`src/rtl/timer_bank_pkg.sv`:
```
// Register map and CTRL/STATUS bit positions shared by the timer bank and its channels.
package timer_bank_pkg;

    // Global block, word offsets within the first 16-byte slot
    localparam logic [3:0] OFF_COUNT    = 4'h0;
    localparam logic [3:0] OFF_PRESCALE = 4'h4;

    // Channel i lives at CH_BASE + i*CH_STRIDE
    localparam int unsigned CH_BASE   = 16;
    localparam int unsigned CH_STRIDE = 16;

    localparam logic [3:0] OFF_CMP    = 4'h0;
    localparam logic [3:0] OFF_CTRL   = 4'h4;
    localparam logic [3:0] OFF_PERIOD = 4'h8;
    localparam logic [3:0] OFF_STATUS = 4'hC;

    localparam int CTRL_W          = 3;
    localparam int EN_BIT          = 0;
    localparam int PER_BIT         = 1;
    localparam int IE_BIT          = 2;
    localparam int STATUS_PEND_BIT = 0;

endpackage

```
`src/rtl/timer_bank_channel.sv`:
```
// One compare channel: CMP, CTRL, PERIOD and the pending flag, matched against the shared COUNT.
module timer_channel
    import timer_bank_pkg::*;
#(
    parameter int CNT_W = 32
) (
    input  logic              clk,
    input  logic              rst_n,
    input  logic [CNT_W-1:0]  count_i,
    input  logic              tick_i,
    input  logic              we_cmp_i,
    input  logic              we_ctrl_i,
    input  logic              we_period_i,
    input  logic              we_status_i,
    input  logic [CNT_W-1:0]  wdata_i,
    output logic [CNT_W-1:0]  cmp_o,
    output logic [CTRL_W-1:0] ctrl_o,
    output logic [CNT_W-1:0]  period_o,
    output logic              pend_o,
    output logic              irq_bit_o
);

    logic [CNT_W-1:0]  cmp_q, cmp_d;
    logic [CNT_W-1:0]  period_q, period_d;
    logic [CTRL_W-1:0] ctrl_q, ctrl_d;
    logic              pend_q, pend_d;
    logic              match;

    // Uses the registered en, so enabling on the matching cycle does not fire.
    assign match = tick_i && ctrl_q[EN_BIT] && (count_i == cmp_q);

    // CPU writes override the match update for CMP/CTRL; for pending the match beats W1C.
    always_comb begin
        cmp_d    = cmp_q;
        ctrl_d   = ctrl_q;
        period_d = period_q;
        pend_d   = pend_q;
        if (match) begin
            if (ctrl_q[PER_BIT]) cmp_d = cmp_q + period_q;
            else                 ctrl_d[EN_BIT] = 1'b0;
        end
        if (we_cmp_i)    cmp_d    = wdata_i;
        if (we_ctrl_i)   ctrl_d   = wdata_i[CTRL_W-1:0];
        if (we_period_i) period_d = wdata_i;
        if (we_status_i && wdata_i[STATUS_PEND_BIT]) pend_d = 1'b0;
        if (match) pend_d = 1'b1;
    end

    always_ff @(posedge clk or negedge rst_n) begin
        if (!rst_n) begin
            cmp_q    <= '0;
            ctrl_q   <= '0;
            period_q <= '0;
            pend_q   <= 1'b0;
        end else begin
            cmp_q    <= cmp_d;
            ctrl_q   <= ctrl_d;
            period_q <= period_d;
            pend_q   <= pend_d;
        end
    end

    assign cmp_o     = cmp_q;
    assign ctrl_o    = ctrl_q;
    assign period_o  = period_q;
    assign pend_o    = pend_q;
    assign irq_bit_o = pend_q && ctrl_q[IE_BIT];

endmodule

```
`src/rtl/timer_bank.sv`:
```
// Memory-mapped multi-channel compare timer: shared counter, optional prescaler, decode, read mux.
// Optional prescaler is built when TIMER_BANK_PRESCALE_EN is defined.
module timer_bank
    import timer_bank_pkg::*;
#(
    parameter int          NUM_CH    = 4,
    parameter int          CNT_W     = 32,
    parameter logic [31:0] BASE_ADDR = 32'hFFFF0100
) (
    input  logic              clk,
    input  logic              reset,
    input  logic [31:0]       addr,
    input  logic [31:0]       wr_data,
    input  logic              mem_read,
    input  logic              mem_write,
    output logic              io_hit,
    output logic [31:0]       rd_data,
    output logic              irq,
    output logic [NUM_CH-1:0] irq_vec
);

    localparam logic [31:0] WIN_BYTES = 32'(CH_BASE + CH_STRIDE * NUM_CH);

    logic [31:0] off;
    logic [27:0] blk;
    logic [3:0]  woff;
    logic        wr_en;
    logic        tick;
    logic [31:0] pre_rd;
    logic        unused_bits;

    // Out-of-window addresses below BASE wrap to huge offsets, so one compare covers both ends.
    assign off    = addr - BASE_ADDR;
    assign io_hit = off < WIN_BYTES;
    assign blk    = off[31:4];
    assign woff   = {off[3:2], 2'b00};
    assign wr_en  = mem_write && io_hit;
    assign unused_bits = ^{off[1:0], wr_data};

    logic [CNT_W-1:0] count_q, count_d;

    assign count_d = tick ? count_q + CNT_W'(1) : count_q;

    always_ff @(posedge clk or negedge reset) begin
        if (!reset) count_q <= '0;
        else        count_q <= count_d;
    end

`ifdef TIMER_BANK_PRESCALE_EN
    logic [CNT_W-1:0] pre_q, pre_d, div_q, div_d;
    logic             we_pre;

    assign we_pre = wr_en && (blk == '0) && (woff == OFF_PRESCALE);
    assign tick   = (div_q == pre_q);
    assign pre_rd = 32'(pre_q);

    always_comb begin
        pre_d = pre_q;
        div_d = tick ? '0 : div_q + CNT_W'(1);
        if (we_pre) begin
            pre_d = wr_data[CNT_W-1:0];
            div_d = '0;
        end
    end

    always_ff @(posedge clk or negedge reset) begin
        if (!reset) begin
            pre_q <= '0;
            div_q <= '0;
        end else begin
            pre_q <= pre_d;
            div_q <= div_d;
        end
    end
`else
    assign tick   = 1'b1;
    assign pre_rd = '0;
`endif

    logic [NUM_CH-1:0][CNT_W-1:0]  ch_cmp, ch_period;
    logic [NUM_CH-1:0][CTRL_W-1:0] ch_ctrl;
    logic [NUM_CH-1:0]             ch_pend;

    for (genvar i = 0; i < NUM_CH; i++) begin : g_ch
        logic sel;
        assign sel = wr_en && (blk == 28'(i + 1));

        timer_channel #(.CNT_W(CNT_W)) u_ch (
            .clk         (clk),
            .rst_n       (reset),
            .count_i     (count_q),
            .tick_i      (tick),
            .we_cmp_i    (sel && (woff == OFF_CMP)),
            .we_ctrl_i   (sel && (woff == OFF_CTRL)),
            .we_period_i (sel && (woff == OFF_PERIOD)),
            .we_status_i (sel && (woff == OFF_STATUS)),
            .wdata_i     (wr_data[CNT_W-1:0]),
            .cmp_o       (ch_cmp[i]),
            .ctrl_o      (ch_ctrl[i]),
            .period_o    (ch_period[i]),
            .pend_o      (ch_pend[i]),
            .irq_bit_o   (irq_vec[i])
        );
    end

    assign irq = |irq_vec;

    always_comb begin
        rd_data = '0;
        if (mem_read && io_hit) begin
            if (blk == '0) begin
                case (woff)
                    OFF_COUNT:    rd_data = 32'(count_q);
                    OFF_PRESCALE: rd_data = pre_rd;
                    default:      rd_data = '0;
                endcase
            end
            for (int i = 0; i < NUM_CH; i++) begin
                if (blk == 28'(i + 1)) begin
                    case (woff)
                        OFF_CMP:    rd_data = 32'(ch_cmp[i]);
                        OFF_CTRL:   rd_data = 32'(ch_ctrl[i]);
                        OFF_PERIOD: rd_data = 32'(ch_period[i]);
                        default:    rd_data[STATUS_PEND_BIT] = ch_pend[i];
                    endcase
                end
            end
        end
    end

endmodule

```
`config.mk`:
```
export PLATFORM = sky130hd
export DESIGN_NAME = timer_bank
export DESIGN_NICKNAME = d
export VERILOG_FILES = /design/src/rtl/timer_bank_pkg.sv /design/src/rtl/timer_bank_channel.sv /design/src/rtl/timer_bank.sv
export SDC_FILE = /design/constraint.sdc
export NUM_CORES = 1
export LEC_CHECK = 0
export CAP_MARGIN = 10
export CORE_MARGIN = 10
export CORE_UTILIZATION = 35
export DETAILED_ROUTE_END_ITERATION = 16
export PLACE_DENSITY_LB_ADDON = 0.2
export REMOVE_ABC_BUFFERS = 1
export SYNTH_ARGS = -nofsm -noshare
export SYNTH_HDL_FRONTEND = slang
export SYNTH_SLANG_ARGS = --single-unit
```
`constraint.sdc`:
```
create_clock -name clk -period 4.9 [get_ports clk]
set_input_delay 1.225 -clock clk [delete_from_list [all_inputs] [get_ports clk]]
set_output_delay 1.225 -clock clk [all_outputs]
set_load 0.02 [all_outputs]
```
==> run summary, run 1 <==
Outcome: finished, violations left
Failing checks: setup timing
Hold WC Path Type: register to register
Worst Clk Skew: 22.4 ps
Synth Register Bits: 304
Placer Congestion: 0.967
Max-Cap Viols: 0
Num CTS Buffers: 41
DP Area: 25600 um2
Final hold violations: 0
CP top delay family: buffers and inverters
Xor and xnor area share after synthesis: 10.1%
Synth async-reset ratio: 100%
CP Depth: 19
CP startpoint kind: input port
Worst path most repeated cell: buf_6
Area fraction of the dominant cell type after synthesis: 33.0%
Starting Density: 35.5%
Top_reg_cell synth: dfrtp_1
RSZ-0062 raised after global routing: true
First-pass GRT wire length: 136000 um
Overflow after GRT: 0
Max-slew violation count: 0
Yosys warnings: 0
Final period utilization: 100%
Max Fanout on Critical Path: 3
EDFF count, synth: 0
Routed WL: 92600 um
Die Y-Extent: 276 um
DP Wirelength: 70300 um
Synth Area per Inst: 8.99 um2
TritonRoute pass-1 iters: 5
Adder-Cell Fraction of Synth Area: 7.14%
Final WS setup: -15.1 ps
Slew @ Worst Pin: 1080 ps
Flop2flop setup slack: 730 ps
DP Worst Slack: -819 ps
Nets: 2895
Proportion of synthesized area in mux cells: 14.0%
Boundary Pins: 106
Synth area leader: dfrtp_1
GR Util All Layers: 23.3%
Hold Crit Endpoint: g_ch[2].u_ch.pend_o
Synth Area in Compound Gates: 17.3%
Hold path cells: 2
Hold path start: g_ch[2].u_ch.pend_o
Max stage delay on crit path: 220 ps
Register area: 7610 um2
Clk_lat worst skew: 590 ps
Hold_buf cts: 0
Minimum clock period: 4920 ps
Final setup fails: 2
Worst r2r src: g_ch[2].u_ch.cmp_o[0]
Area Growth Syn to Fin: 19.3%
Vias: 20800
Vias in the first global route: 20300
Reg2reg path depth: 14
Crit Path Class: input port to output port
CTS tree: yes
Initial antenna violation count: 1
CTS Buffer Depth: 3
Core ar.: 64800 um2
Fillers: 6381
Buffers plus inverters on the worst setup path: 8
Clock sinks: 304
Root Buffer: clkbuf_16
Combinational family with the most area after synthesis: compound AO/OA/AOI/OAI gates
Peak supply drop: 0.000224 V
FF-to-FF End: g_ch[2].u_ch.cmp_o[30]
CP Capture Type: output port
DRC viols: 0
Worst path slowest cell: mux2i_1
Crit path DAT: 3690 ps
Leakage: 0.0124 uW
Fin util: 42.4%
Row count: 93
Top post-synthesis cells by area: dfrtp_1 33%, mux2_2 9.4%, a21oi_1 7.0%
CP Cell Sequence: buf_6, and4_4, nand2_2, mux2i_1, a21oi_2, nor4_2, buf_4, a21oi_4, nor2_4, buf_6, nand2_8, buf_16, buf_12, buf_8, o22ai_4, a221oi_2, a21oi_1, buf_4, buf_6
Avg WL per Cell: 25.8 um
Post-synthesis cell type count: 77
Area of the multi-input gates: 15000 um2
Synth Area in Simple Gates: 15.1%
I/O Buffers: 103
PwrDens: 214 nW/um2
Antenna-violating nets left: 0
Ratio of cells with drive above 1 in the final layout: 18.8%
Reg clk slew, reported paths: 50 ps
First DRT Iteration DRCs: 1961
Post-Syn Instances: 2561
Die Area: 76400 um2
Via-per-instance ratio: 5.81
Post-layout instance area: 27500 um2
Largest net degree at the start of global routing: 88
Worst EP required: 3670 ps
Post-synthesis sequential area ratio: 33.0%
Fmax: 203 MHz
Die X: 276 um
H-tree levels: 2
Rel. slew slack: 28.1%
Cell area after synthesis: 23000 um2
==> report_power, final <==
part	total (uW)	internal (uW)	switching (uW)
Sequential	2510	2510	0.0000324
Clock	3010	1800	1220
Combinational	347	120	227
Total	5870	4430	1440
==> worst max path at each step <==
stage / from / endpoint / slack [ps]
after floorplan: addr[12] / rd_data[10] / -370
after global placement: addr[24] / rd_data[3] / -710
after detailed placement: addr[24] / rd_data[11] / -820
after CTS: addr[10] / rd_data[29] / -10
after global routing: addr[31] / rd_data[3] / -150
final: addr[24] / rd_data[10] / -20
==> tightest hold or removal path: cells and delay by family, from the launching register on <==
| family | cells | cell delay, ps |
|---|---|---|
| AO/OA/AOI/OAI | 1 | 80 |
| flip-flops | 1 | 370 |
| AND/OR/NAND/NOR | 1 | 50 |
==> cells in the mapped netlist (all sizes together) (44+ instances only) <==
| cell type | n |
|---|---|
| xor2 | 151 |
| a21o | 58 |
| nand2 | 199 |
| dfrtp | 304 |
| nor3 | 44 |
| a21oi | 320 |
| ha | 125 |
| o21ai | 90 |
| clkbuf | 96 |
| xnor2 | 114 |
| buf | 44 |
| nor2 | 261 |
| mux2i | 95 |
| mux2 | 193 |
==> stage by stage <==
step | setup TNS, ps | hold WS [ps] | std cells | power, uW
2_1_floorplan | -10200 | 464 | 2421 | 2630
3_3_place_gp | -20500 | 518 | 3490 | 2900
3_5_place_dp | -23920 | 517 | 3490 | 2900
4_1_cts | -11.4 | 529 | 3579 | 5920
5_1_grt | -800 | 550 | 3580 | 6030
6_report | -24.5 | 531 | 3582 | 5870
==> per-layer routing <==
metal | share of wire, % | wire length, um | track usage, %
met1 | 45 | 41200 | 31.3
met2 | 44 | 40800 | 35.8
met3 | 6.8 | 6300 | 4.57
met4 | 4.5 | 4210 | 9.78
met5 | 0 | 0 | 0
==> logic make-up after synthesis <==
family | after synthesis
buffers and inverters | 182
muxes | 292
adders and majority gates | 129
xor gates and xnor gates | 265
DFF | 304
AOI/OAI and AO/OA | 657
and+or+nand+nor | 732
==> flip-flops by register name, indices dropped and copies added (netlist names) <==
register            count
g_ch.u_ch.cmp_o       128
g_ch.u_ch.period_o    128
g_ch.u_ch.pend_o        4
count_q                32
g_ch.u_ch.ctrl_o       12
==> cell usage in the layout, fill, tap and decap left out, types with 16 or more instances in the layout <==
cell / instances
nand2b_1: 16
buf_2: 18
nor3_1: 39
a21oi_1: 311
clkdlybuf4s50_1: 45
clkbuf_16: 43
nand4_1: 31
mux2_2: 192
xnor2_1: 114
ha_1: 125
a221oi_2: 19
a21o_1: 58
buf_12: 24
o21a_1: 16
inv_1: 41
o22ai_1: 31
nand2_1: 188
buf_4: 106
and3_1: 20
xor2_1: 151
o21ai_0: 87
nand3_1: 40
dfrtp_1: 304
mux2i_1: 95
nor2_1: 255
nor4_1: 37
==> repair_timing <==
item / 4_1_cts / 5_1_grt
gates cloned: 5 / 0
pin swaps: 22 / 6
gates resized for setup: 225 / 34
setup buffers: 14 / 1
setup endpoints to repair: 33 / 32
==> area by class of cell <==
cell class,count,share of cell area [%]
multi-input combinational,2075,54.5
sequential,304,27.7
timing repair buffer,234,8.48
clock buffer,61,4.53
tap,855,3.89
inverter,42,0.574
clock inverter,9,0.278
antenna,2,0.0182
No activity file was read; power rests on OpenSTA's default activity.
==> inputs of run 2 (changes only) <==
--- a/config.mk
+++ b/config.mk
@@ -7,7 +7,7 @@
 export LEC_CHECK = 0
 export CAP_MARGIN = 10
 export CORE_MARGIN = 10
-export CORE_UTILIZATION = 35
+export CORE_UTILIZATION = 60
 export DETAILED_ROUTE_END_ITERATION = 16
 export PLACE_DENSITY_LB_ADDON = 0.2
 export REMOVE_ABC_BUFFERS = 1
==> run summary, run 2 (synthesis results as in run 1) <==
Outcome: finished, violations left
Failing checks: setup timing
Hold WC Path Type: register to register
Num CTS Buffers: 37
GR Util All Layers: 35.6%
H-tree levels: 2
CP Cell Sequence: buf_6, nor4_4, nand2_2, nor4b_4, nor2b_4, buf_6, buf_6, nand3b_1, nor3_4, buf_12, buf_12, nand2_2, a21oi_2, buf_4, buf_6
Max stage delay on crit path: 280 ps
CP startpoint kind: input port
Fmax: 203 MHz
Most frequent cells in the layout: 304 x dfrtp_1, 296 x a21oi_1, 256 x nor2_1, 192 x mux2_2, 185 x nand2_1
Worst path slowest cell: nor4_4
Switching share of total power: 23.6%
I/O Buffers: 103
Max-Cap Viols: 0
Leading cell type in the layout, fill and taps excluded: dfrtp_1
Crit Path Class: input port to output port
Overflow after GRT: 0
Largest net degree at the start of global routing: 119
Core ar.: 37800 um2
Initial antenna violation count: 0
Logic pwr share: 5.8%
Area Growth Syn to Fin: 18.2%
Rel. slew slack: 30.1%
Flop2flop setup slack: 860 ps
Root Buffer: clkbuf_16
Sequential Power Share: 42.9%
Clk_lat worst skew: 570 ps
Psw: 1380 uW
Register area: 7610 um2
Overall Power: 5850 uW
Avg WL per Cell: 26.8 um
Final WS setup: -34.0 ps
Worst EP required: 3670 ps
Antenna-violating nets left: 0
Dpl cells: 3129
CP top delay family: simple AND/OR/NAND/NOR gates
PwrDens: 215 nW/um2
Slew @ Worst Pin: 1050 ps
Nets: 2887
Fillers: 2824
CTS tree: yes
Max-slew violation count: 0
Internal power: 4470 uW
Vias: 21700
Peak supply drop: 0.000274 V
Row count: 71
Final Non-Filler Cells: 3229
Hold_buf cts: 0
RSZ-0062 raised after global routing: true
Leakage: 0.0124 uW
Placer Congestion: 1.02
Clock share of power: 51.3%
Max Fanout on Critical Path: 6
Area of the multi-input gates: 15200 um2
Minimum clock period: 4930 ps
Reg clk slew, reported paths: 60 ps
CP Capture Type: output port
Via-per-instance ratio: 6.71
First-pass GRT wire length: 128000 um
Ant diodes: 0
DP Wirelength: 63200 um
Die Area: 46600 um2
First DRT Iteration DRCs: 2515
Ratio of cells with drive above 1 in the final layout: 19.6%
Final hold violations: 0
Boundary Pins: 106
Die Y-Extent: 216 um
Clock sinks: 304
Die X: 216 um
Worst path most repeated cell: buf_6
Worst Clk Skew: 20.6 ps
Crit path DAT: 3710 ps
Final period utilization: 101%
DRC viols: 0
Final setup fails: 3
Vias in the first global route: 20800
Starting Density: 61.0%
TritonRoute pass-1 iters: 7
CTS Buffer Depth: 3
Routed WL: 86500 um
Buffers plus inverters on the worst setup path: 7
run 2: cell types whose count changed in the layout (fill, tap and decap cells not counted), sizes merged:
cell,before,now
clkdlybuf4s15,7,2
clkbuf,62,64
buf,169,164
clkinvlp,1,0
dlygate4sd2,11,9
diode,2,0
clkdlybuf4s50,45,48
bufinv,1,5
clkinv,6,3
run 2: power groups by stage:
| stage | clock network, uW | registers (uW) | logic (uW) |
|---|---|---|---|
| 6_report | 3000 | 2510 | 341 |
| 5_1_grt | 3120 | 2510 | 349 |
| 4_1_cts | 3010 | 2510 | 332 |
| 3_5_place_dp | 0 | 2560 | 330 |
| 3_3_place_gp | 0 | 2560 | 328 |
| 2_1_floorplan | 0 | 2560 | 71.2 |
run 2: final timing paths:
check	start	end	cells after the start
max in group asynchronous	reset	g_ch[3].u_ch.cmp_o[17]	2
min in group asynchronous	reset	g_ch[0].u_ch.period_o[1]	1
worst max-delay path	addr[12]	rd_data[13]	15
worst min-delay path	g_ch[3].u_ch.period_o[0]	g_ch[3].u_ch.period_o[0]	1
worst min register to register	g_ch[3].u_ch.period_o[0]	g_ch[3].u_ch.period_o[0]	1
worst max register to register	g_ch[2].u_ch.cmp_o[0]	g_ch[2].u_ch.cmp_o[30]	15
run 2: layer usage:
| metal | part of all wire [%] | up-vias | track usage (%) |
|---|---|---|---|
| met2 | 44 | 1307 | 54.7 |
| li1 | - | 9537 | - |
| met1 | 40 | 10500 | 45.8 |
| met4 | 6.8 | 0 | 19.7 |
| met3 | 9.7 | 315 | 7.83 |
| met5 | 0 | - | 0 |
run 2: area by class of cell:
class / count / share of cell area (%)
inverter: 42 / 0.579
clock inverter: 9 / 0.639
timing repair buffer: 230 / 8.62
tap: 511 / 2.35
sequential: 304 / 28.0
multi-input combinational: 2075 / 55.7
clock buffer: 58 / 4.14
run 2: what timing repair did:
item                                   CTS  global route
endpoints found under the hold margin    0             0
gates cloned                             7             3
resized for setup                      274            64
buffers inserted                        20             6
pin swaps                               36            24
setup endpoints to repair               33            33
run 2: per-stage QoR:
stage / util (%) / hold slack, ps / setup slack [ps] / area (um2) / setup TNS [ps]
floorplan: - / 464 / -369 / 22400 / -10200
global placement: 66.2 / 511 / -782 / 25000 / -22390
detailed placement: 66.2 / 520 / -883 / 25000 / -25160
CTS: 71.2 / 532 / 3.67 / 26900 / 0
global route: 72.1 / 552 / -100 / 27200 / -1480
finish: 72.1 / 533 / -34.0 / 27200 / -47.1
==> inputs of run 3 (changes only) <==
==> constraint.sdc (replaced) <==
create_clock -name clk -period 4.9 [get_ports clk]
set_input_delay 0.735 -clock clk [delete_from_list [all_inputs] [get_ports clk]]
set_output_delay 0.735 -clock clk [all_outputs]
set_load 0.02 [all_outputs]
==> run summary, run 3 (synthesis results as in run 1) <==
Outcome: complete, no violations
Max-Cap Viols: 0
Worst setup endpoint: rd_data[29]
I/O Buffers: 103
Ratio of cells with drive above 1 in the final layout: 13.0%
Flop2flop setup slack: 790 ps
Worst r2r src: g_ch[1].u_ch.cmp_o[0]
Final hold violations: 0
Initial antenna violation count: 0
Starting Density: 61.0%
Max-slew violation count: 0
Avg WL per Cell: 26.0 um
Crit Path Class: input port to output port
PwrDens: 221 nW/um2
Hold WS: 189 ps
Nets: 2817
Die Area: 46600 um2
First-pass GRT wire length: 123000 um
Leakage: 0.0118 uW
Max Fanout on Critical Path: 27
Final period utilization: 98.0%
Fmax: 208 MHz
Vias: 20800
Final TNS setup: 0 ps
DP Wirelength: 62100 um
Largest net degree at the start of global routing: 102
GR Util All Layers: 34.2%
Die X: 216 um
Dpl cells: 3092
TritonRoute pass-1 iters: 5
Reg clk slew, reported paths: 60 ps
Hold WC Path Type: input port to async pin
Final setup fails: 0
Clk_lat worst skew: 570 ps
Placer Congestion: 1.03
Area Growth Syn to Fin: 12.6%
FF-to-FF End: g_ch[1].u_ch.cmp_o[30]
Ant diodes: 0
First DRT Iteration DRCs: 2299
Reg2reg path depth: 14
Antenna-violating nets left: 0
CP startpoint kind: input port
Layer with the highest usage: met2
Core ar.: 37800 um2
Boundary Pins: 106
Vias in the first global route: 20200
Most frequent cells in the layout: 320 x a21oi_1, 304 x dfrtp_1, 258 x nor2_1, 195 x nand2_1, 192 x mux2_2
Row count: 71
Clock sinks: 304
Slew @ Worst Pin: 985 ps
Num CTS Buffers: 37
DRC viols: 0
Minimum clock period: 4800 ps
CTS tree: yes
Leading cell type in the layout, fill and taps excluded: a21oi_1
H-tree levels: 2
Met2 Resource Use GR: 52.9%
Via-per-instance ratio: 6.58
Worst Clk Skew: 19.7 ps
Crit path DAT: 4070 ps
Worst EP required: 4160 ps
RSZ-0062 raised after global routing: false
GR Util met3: 6.87%
Rel. slew slack: 33.8%
CTS Buffer Depth: 3
Root Buffer: clkbuf_16
Met1 Use GR: 44.1%
Final Non-Filler Cells: 3155
Routed WL: 82000 um
Overflow after GRT: 0
Crit path launch: addr[12]
CP Capture Type: output port
Die Y-Extent: 216 um
Peak supply drop: 0.000313 V
-- run 3: changes by cell type in the layout (fill, tap and decap cells not counted), sizes merged --
cell	before	now
dlymetal6s2s	1	5
clkbuf	64	56
clkdlybuf4s15	2	0
bufinv	5	3
dlygate4sd2	9	0
clkdlybuf4s50	48	96
buf	164	59
-- run 3: area by class of cell --
type                            count  area, um2
Timing Repair Buffer              160       1590
Inverter                           42        158
Multi-Input combinational cell   2075      14700
Clock inverter                      7        114
Fill cell                        3079      11800
Tap cell                          511        639
Sequential cell                   304       7610
Clock buffer                       56       1140
-- run 3: routing by layer --
metal / up-vias / share of wire [%]
met2: 1083 / 45
met4: 0 / 6.0
li1: 9399 / -
met3: 240 / 8.8
met1: 10100 / 40
met5: - / 0
-- run 3: what timing repair did --
item                                    CTS  global route
buffers inserted                          0             0
gates resized for setup                   0             8
hold buffers                              0             0
endpoints found under the setup margin    0            25
-- run 3: metrics by stage --
step	total power [uW]	setup slack (ps)	area [um2]	util, %
after floorplan	2630	611	22400	-
after global placement	2870	116	24600	65.3
after detailed placement	2880	59.5	24600	65.3
after CTS	5720	34.4	25900	68.6
after global routing	5840	0.959	25900	68.6
final	5720	96.4	25900	68.6
-- run 3: worst min-delay path by stage --
stage                         startpoint                        end  slack (ps)  cells after the start
6_report                           reset      g_ch[0].u_ch.cmp_o[3]         190                      1
5_1_grt                            reset      g_ch[0].u_ch.cmp_o[3]         260                      1
4_1_cts                            reset     g_ch[2].u_ch.cmp_o[14]         240                      1
3_5_place_dp         g_ch[2].u_ch.pend_o        g_ch[2].u_ch.pend_o         510                      2
3_3_place_gp   g_ch[2].u_ch.period_o[30]  g_ch[2].u_ch.period_o[30]         510                      1
2_1_floorplan                      reset                 count_q[0]         440                      0
-- run 3: critical path, stage by stage --
cell and delay [ps]:
clkdlybuf4s50_1 400, nor4_1 330, nand2_1 140, nor4b_2 330, nor2b_2 270, nand2_1 80, or2_0 290, nor3_4 170
buf_12 210, a221oi_1 130, a21oi_1 290, clkdlybuf4s50_1 690
-- run 3: power by group --
| group | total [uW] | switching, uW | internal (uW) |
|---|---|---|---|
| registers | 2510 | 0.0000314 | 2510 |
| logic | 322 | 211 | 111 |
| clock network | 2890 | 1130 | 1750 |
| total | 5720 | 1340 | 4380 |
